--- src/rtl/ptr_rsp_gen.sv ---
// Pointer-sequence responder: buffers incoming pointers and answers each one with its successor from a next-pointer table.
// Optional feature macro: PTR_RSP_ORDER_CHK_EN (list-ordering checker driving err).
module ptr_rsp_gen #(
  parameter int PTR_W  = 8,
  parameter int TBL_AW = 4,
  parameter int DEPTH  = 4
) (
  input  logic                       clk,
  input  logic                       rst,
  input  logic [PTR_W-1:0]           in_ptr,
  input  logic                       in_ptr_vld,
  input  logic                       tbl_we,
  input  logic [TBL_AW-1:0]          tbl_addr,
  input  logic [PTR_W-1:0]           tbl_wdata,
  output logic [PTR_W-1:0]           rsp_ptr,
  output logic [PTR_W-1:0]           rsp_next,
  output logic                       rsp_last,
  output logic                       rsp_oor,
  output logic                       rsp_vld,
  input  logic                       rsp_rdy,
  output logic [$clog2(DEPTH):0]     fifo_cnt,
  output logic                       ovf,
  output logic                       err
);
  // rsp_* follows valid/ready: a response transfers on a rising edge where
  // rsp_vld and rsp_rdy are both 1; while rsp_vld=1 and rsp_rdy=0 it is held.
  localparam int IW = $clog2(DEPTH);
  localparam int CW = IW + 1;
  localparam int TN = 1 << TBL_AW;
  localparam logic [PTR_W-1:0] NIL = '1;

  logic [PTR_W-1:0] fifo_mem [DEPTH];
  logic [PTR_W-1:0] tbl [TN];
  logic [IW-1:0]    rd_idx, wr_idx;
  logic [CW-1:0]    cnt;
  logic             full, empty, pop, push;
  logic [PTR_W-1:0] head, lk_next;
  logic             head_oor;

  assign full     = (cnt == CW'(DEPTH));
  assign empty    = (cnt == '0);
  assign pop      = !empty && (!rsp_vld || rsp_rdy);
  assign push     = in_ptr_vld && (!full || pop);
  assign head     = fifo_mem[rd_idx];
  assign head_oor = |head[PTR_W-1:TBL_AW];
  // Table is read before this edge's write lands, so a same-cycle write returns the old entry.
  assign lk_next  = head_oor ? NIL : tbl[head[TBL_AW-1:0]];
  assign fifo_cnt = cnt;

  always_ff @(posedge clk) begin
    if (push) fifo_mem[wr_idx] <= in_ptr;
  end

  always_ff @(posedge clk) begin
    if (!rst) begin
      rd_idx <= '0;
      wr_idx <= '0;
      cnt    <= '0;
      ovf    <= 1'b0;
    end else begin
      if (push) wr_idx <= wr_idx + 1'b1;
      if (pop)  rd_idx <= rd_idx + 1'b1;
      case ({push, pop})
        2'b10:   cnt <= cnt + 1'b1;
        2'b01:   cnt <= cnt - 1'b1;
        default: cnt <= cnt;
      endcase
      if (in_ptr_vld && full && !pop) ovf <= 1'b1;
    end
  end

  always_ff @(posedge clk) begin
    if (!rst) begin
      for (int i = 0; i < TN; i++) tbl[i] <= NIL;
    end else if (tbl_we) begin
      tbl[tbl_addr] <= tbl_wdata;
    end
  end

  always_ff @(posedge clk) begin
    if (!rst) begin
      rsp_vld  <= 1'b0;
      rsp_ptr  <= '0;
      rsp_next <= '0;
      rsp_last <= 1'b0;
      rsp_oor  <= 1'b0;
    end else if (pop) begin
      rsp_vld  <= 1'b1;
      rsp_ptr  <= head;
      rsp_next <= lk_next;
      rsp_last <= (lk_next == NIL);
      rsp_oor  <= head_oor;
    end else if (rsp_vld && rsp_rdy) begin
      rsp_vld  <= 1'b0;
    end
  end

`ifdef PTR_RSP_ORDER_CHK_EN
  // prev_open: an accepted response with rsp_last=0 is waiting for its successor.
  logic             prev_open;
  logic [PTR_W-1:0] prev_next;

  always_ff @(posedge clk) begin
    if (!rst) begin
      prev_open <= 1'b0;
      prev_next <= '0;
      err       <= 1'b0;
    end else if (rsp_vld && rsp_rdy) begin
      if (prev_open && (rsp_ptr != prev_next)) err <= 1'b1;
      prev_open <= !rsp_last;
      prev_next <= rsp_next;
    end
  end
`else
  assign err = 1'b0;
`endif

endmodule

--- config.mk ---
export PLATFORM = sky130hd
export DESIGN_NAME = ptr_rsp_gen
export DESIGN_NICKNAME = d
export VERILOG_FILES = /design/src/rtl/ptr_rsp_gen.sv
export SDC_FILE = /design/constraint.sdc
export NUM_CORES = 1
export LEC_CHECK = 0
export CAP_MARGIN = 20
export CORE_MARGIN = 5
export CORE_UTILIZATION = 40
export DETAILED_ROUTE_END_ITERATION = 16
export GPL_ROUTABILITY_DRIVEN = 0
export MAX_ROUTING_LAYER = met4
export PLACE_DENSITY_LB_ADDON = 0.1
export SLEW_MARGIN = 15
export SYNTH_ARGS = -nofsm -noshare
export SYNTH_HDL_FRONTEND = slang
export SYNTH_SLANG_ARGS = --single-unit
export TNS_END_PERCENT = 100
--- constraint.sdc ---
create_clock -name clk -period 5.7 [get_ports clk]
set_input_delay 1.14 -clock clk [delete_from_list [all_inputs] [get_ports clk]]
set_output_delay 1.14 -clock clk [all_outputs]
set_load 0.01 [all_outputs]
==> results.yml, run 1 <==
grt:
  grt_usage_pct: 16.69
  grt_pass1_wl_um: 29900
  antenna_found_initial: 0
  grt-ovfl-total: 0
  grt_max_degree: 49
  grt_pass1_vias: 5000
synth:
  synth.avg_cell_area_um2: 13.69
  yosys-top-cells-count: "160 x edfxtp_1, 74 x or3_1, 54 x nand2_1, 50 x mux2i_1, 41 x or2_2"
  synth-edff-count: 160
  synth_area_um2: 8529
  synth_flop_cell: "edfxtp_1"
  synth_area_leader_cell: "edfxtp_1"
  synth_area_leaders: "edfxtp_1 56%, dfxtp_1 6.8%, mux2i_1 5.9%"
  synth_cells: 623
  ys_warn_count: 0
  yosysMostFrequentCell: "edfxtp_1"
  synth_top_area_share_pct: 56.33
  seq_area_frac_synth_pct: 63.14
  yosysUniqueCellTypes: 50
  async_reset_ff_share_pct: 0
  synthesis.nets: 654
  synth.ff_latch_count: 189
timing:
  period_minus_slack_ps: 3642
  grt_setup_unrepaired: "false"
  final-setup-viol-count: 0
  hold_ws_ps: 458.1
  fin_skew_ps: 7.234
  post-route-period-util_pct: 63.89
  hold_violations: 0
  worstMarginPinSlew_ps: 1066
  fin_tns_setup_ps: 0
  max_clock_freq_ghz: 0.2746
  timing.final.ws_setup_ps: 2059
  slew_viol_final: 0
  maxSlewHeadroom_pct: 28.18
clock_network:
  cts_buffer_depth: 2
  ctsHoldBuffers: 0
  cts-root-buf: "clkbuf_16"
  clkLatencyLatePin_ps: 430
  ctsHtreeMaxLevel: 4
  cts.sink_count: 189
  ctsResizeCount: 0
  clk_pin_slew_worst_paths_ps: 70
  cts_tree: "done"
  post_cts_buffers: 0
  numCtsBuffers: 17
pwr:
  ir_drop_mv: 0.2070
  power.leakage_nw: 3.315
  pwr_density_cell_nw_per_um2: 402.6
  fin_total_pwr_mw: 3.904
status:
  outcome: "complete, no violations"
detailed_routing:
  wirelength_um: 19170
  post_drt_wl_per_cell_um: 20.39
  firstDrtPassIters: 4
  route.antenna.remaining_nets: 0
  num_vias: 4928
  drtIter0Drc: 444
  via_per_inst: 5.243
  drc: 0
worst_hold_path:
  worstHoldPathCells: 2
  hold_path_class: "flop to flop"
worst_setup_path:
  crit_slowest_cell: "o21ai_0"
  crit_path_end_kind: "flop"
  worstPathCellList: "clkdlybuf4s50_1 > buf_4 > nand4b_1 > o21ai_0"
  critPathMaxStageDelay_ps: 1070
  crit_required_ps: 5750
  path_max_fanout: 48
  worstSetupStartpointType: "input pin"
  path_class: "input pin to flop"
  r2r_cells: 8
  cp.arrival_ps: 3690
die:
  dieArea_um2: 24340
  num_rows: 53
  initial_core_util_pct: 40.57
  dieHeight_um: 156.0
  io-pin-count: 49
  die_w_um: 156.0
  core_area_um2: 21020
cells_and_area:
  final-seq-area_um2: 5385
  areaGrowthSynthToFinish_pct: 13.72
  final_cells: 940
  drive_gt1_share_pct: 14.74
  fin_area_um2: 9699
  final_util_pct: 46.14
  fill_cells: 1841
  multi_input_area_um2: 2793
  antenna_cells: 0
  final_nets: 683
flow_run:
  maxCapViolCount: 0
placement:
  place_ws_ps: 1531
  numPortBuffers: 47
  hpwl_um: 12850
  dpl_cell_area_um2: 9095
  dp.cells: 905
registers in the layout (all words and copies together), names as in the netlist, named ones only:
signal	count
tbl	128
rsp_last	1
rsp_oor	1
rsp_ptr	8
rsp_vld	1
fifo_mem	32
rd_idx	2
fifo_cnt	3
ovf	1
wr_idx	2
rsp_next	8
per-layer routing:
metal	vias to the layer above	track usage, %	share of wire, %
met5	-	-	0
met4	0	5.169	1.7
met3	22	3.218	4.3
met2	115	23.65	45
met1	2422	24.32	49
li1	2369	-	-
cells by family after synthesis:
logic type,after synthesis,synth area share [%]
buf+inv,58,4.151
mux,67,10.49
fa+ha+maj,6,0.9682
xor+xnor,5,0.5134
simple gates,231,15.09
other cells,1,0.04397
compound gates,66,5.604
flops,189,63.14
critical path: cells and delay by family:
family,cells,cell delay (ps)
compound gates,1,1070
buf+inv,2,850
simple gates,1,610
report_power, final:
| part | leakage [nW] | switching (mW) | total [mW] | internal, mW |
|---|---|---|---|---|
| combinational | 1.19 | 0.576 | 1.01 | 0.436 |
| clock | 0.301 | 0.530 | 1.18 | 0.646 |
| sequential | 1.82 | 0.0789 | 1.72 | 1.64 |
| total | 3.32 | 1.18 | 3.90 | 2.72 |
cell type report:
type                       instances  area share [%]
clock buffer                      20           5.160
multi-input combinational        376           28.79
timing repair buffer              60           5.753
tap                              275           3.547
clock inverter                    12          0.9159
inverter                           8          0.3096
sequential                       189           55.52
layout by cell type, fill, tap and decap left out, types with 20 or more instances in the layout:
cell,n
a22oi_1,28
clkbuf_16,20
clkdlybuf4s50_1,47
dfxtp_1,29
edfxtp_1,160
mux2i_1,50
nand2_1,54
nand2b_1,21
or2_2,41
or3_1,74
path summary, 6_finish.rpt:
path,slack (ps),from,endpoint
min reg2reg,460,rsp_next[2],rsp_next[2]
max reg2reg,2270,flop,rsp_last
max,2060,rst,tbl[6][6]
min,460,rsp_next[2],rsp_next[2]
Note: power is estimated with default switching activity, not from simulation.
==> inputs of run 2 (changes only) <==
clock period = 3.4 ns   (was 5.7 ns; I/O delays follow)
==> run 2 against run 1 <==
Sequential power is 66% higher; critical path depth increased by 3; via count up 4.1%; non-clock buffer count grew 17; die area did not move; combinational power is 81% higher; cell area rose by 1.7%; first-iteration DRC count up 13%; largest power group unchanged; highest routed layer unchanged.
==> results.yml, run 2 (synthesis results as in run 1) <==
status:
  outcome: "complete, no violations"
worst_setup_path:
  critPathMaxStageDelay_ps: 760
  r2r-end: "rsp_next[0]"
  path_max_fanout: 13
  r2r_setup_slack_ps: 350
  r2r_cells: 7
  cp-endpoint: "rsp_next[0]"
  worstSetupStartpointType: "flop"
  cp.arrival_ps: 3370
  crit_slowest_cell: "nor2b_1"
  path_class: "flop to flop"
  worstPathCellList: "mux4_2 > nor2b_1 > a22oi_1 > nand2_1 > a22oi_1 > nor2_1 > nor3b_1"
  path_common_cell: "a22oi_1"
  crit_path_end_kind: "flop"
  crit_required_ps: 3720
placement:
  dp.cells: 925
  numPortBuffers: 47
  hpwl_um: 13990
  dpl_cell_area_um2: 9273
timing:
  maxSlewHeadroom_pct: 39.35
  post-route-period-util_pct: 89.78
  final-setup-viol-count: 0
  hold_violations: 0
  worstMarginPinSlew_ps: 906.9
  fin_tns_setup_ps: 0
  grt_setup_unrepaired: "false"
  slew_viol_final: 0
  max_clock_freq_ghz: 0.3276
  period_minus_slack_ps: 3052
  fin_skew_ps: 8.005
clock_network:
  numCtsBuffers: 17
  cts_buffer_depth: 2
  post_cts_buffers: 0
  clk_pin_slew_worst_paths_ps: 70
  ctsHoldBuffers: 0
  ctsResizeCount: 0
  cts_tree: "done"
  ctsHtreeMaxLevel: 4
  cts.sink_count: 189
  clkLatencyLatePin_ps: 430
  cts-root-buf: "clkbuf_16"
cells_and_area:
  largest_register_ffs: 128
  antenna_cells: 0
  final_cells: 957
  final_nets: 700
  areaGrowthSynthToFinish_pct: 15.62
  layout_commonest_cell: "edfxtp_1"
  fin_area_um2: 9862
  largest_registers: "tbl: 128 flops, fifo_mem: 32 flops"
  top_register: "tbl"
  drive_gt1_share_pct: 16.72
  final_cell_mix: "160 x edfxtp_1, 74 x or3_1, 54 x nand2_1"
detailed_routing:
  post_drt_wl_per_cell_um: 21.28
  route.antenna.remaining_nets: 0
  firstDrtPassIters: 4
  num_vias: 5128
  drc: 0
  via_per_inst: 5.358
  wirelength_um: 20360
  drtIter0Drc: 500
grt:
  grt_pass1_wl_um: 31170
  grt_pass1_vias: 5189
  antenna_found_initial: 0
  grt_usage_pct: 17.73
  grt_max_degree: 38
  grt-ovfl-total: 0
die:
  num_rows: 53
  die_w_um: 156.0
  core_area_um2: 21020
  io-pin-count: 49
  dieArea_um2: 24340
  dieHeight_um: 156.0
  initial_core_util_pct: 40.57
pwr:
  power.switching_mw: 2.029
  p_sw_share_pct: 30.34
  pwr-share-seq_pct: 42.8
  pwr_density_cell_nw_per_um2: 678.0
  ir_drop_mv: 0.3550
  power.leakage_nw: 3.384
  p_comb_share_pct: 27.3
  clock_power_share_pct: 29.8
  intPower_mw: 4.658
worst_hold_path:
  hold_path_class: "flop to flop"
flow_run:
  maxCapViolCount: 0
[run 2: changes by cell type in the layout (fill, tap and decap cells not counted), moves of 2 or more]
cell,previous run,this run
clkbuf_16,20,17
buf_4,9,28
buf_12,0,2
o21ai_0,9,11
clkinvlp_4,0,4
clkinv_4,0,2
bufinv_16,0,2
inv_6,7,3
inv_4,3,0
o21ai_1,2,0
inv_8,0,2
clkbuf_2,3,0
clkbuf_1,0,2
[run 2: power by group through the flow]
stage / combinational [mW] / sequential (mW) / clock, mW
after CTS: 1.85 / 2.87 / 2.04
after floorplan: 1.21 / 2.93 / 0
after global routing: 1.98 / 2.89 / 2.14
final: 1.83 / 2.86 / 1.99
after detailed placement: 1.84 / 2.92 / 0
after global placement: 1.83 / 2.91 / 0
[run 2: layer usage]
metal,wire [um],vias to the layer above,global-route usage (%)
met5,0,-,-
met4,337,0,5.586
met3,992,26,3.162
met2,9008,128,24.96
met1,10020,2570,26.07
li1,-,2404,-
[run 2: worst min-delay path by stage]
stage,start,to,cells after the start
finish,rsp_next[4],rsp_next[4],2
global placement,rsp_next[4],rsp_next[4],2
floorplan,rsp_next[1],rsp_next[1],2
CTS,rsp_next[4],rsp_next[4],2
detailed placement,rsp_next[4],rsp_next[4],2
global route,rsp_next[6],rsp_next[6],2
[run 2: final cells by class]
| cell class | count | area, um2 |
|---|---|---|
| flip-flops and latches | 189 | 5385 |
| inverters | 8 | 30.03 |
| well taps | 275 | 344.1 |
| repair buffers | 77 | 720.7 |
| multi-input cells | 376 | 2793 |
| clock inverters | 13 | 156.4 |
| clock buffers | 19 | 432.9 |
| fillers | 1857 | 11160 |
[run 2: metrics by stage]
stage | setup WS (ps) | power (mW) | util (%) | hold slack [ps]
after global routing | 169.3 | 7.004 | 46.91 | 482.4
final | 347.6 | 6.687 | 46.91 | 454.5
after floorplan | 511.7 | 4.133 | - | 479.2
after detailed placement | 347.7 | 4.759 | 44.11 | 447.2
after global placement | 332.5 | 4.742 | 44.11 | 448.1
after CTS | 364.3 | 6.751 | 46.91 | 457.2
[run 2: worst max-delay path, delay by kind of cell (launching register included)]
| family | cells | cell delay (ps) |
|---|---|---|
| AOI/OAI and AO/OA | 2 | 400 |
| DFF | 1 | 530 |
| muxes | 1 | 750 |
| and+or+nand+nor | 4 | 1250 |
==> inputs of run 3 (changes only) <==
HOLD_SLACK_MARGIN = 0.08   (was unset)
==> results of run 3 <==
Final layout, timing and power as in run 2 (identical DEF).
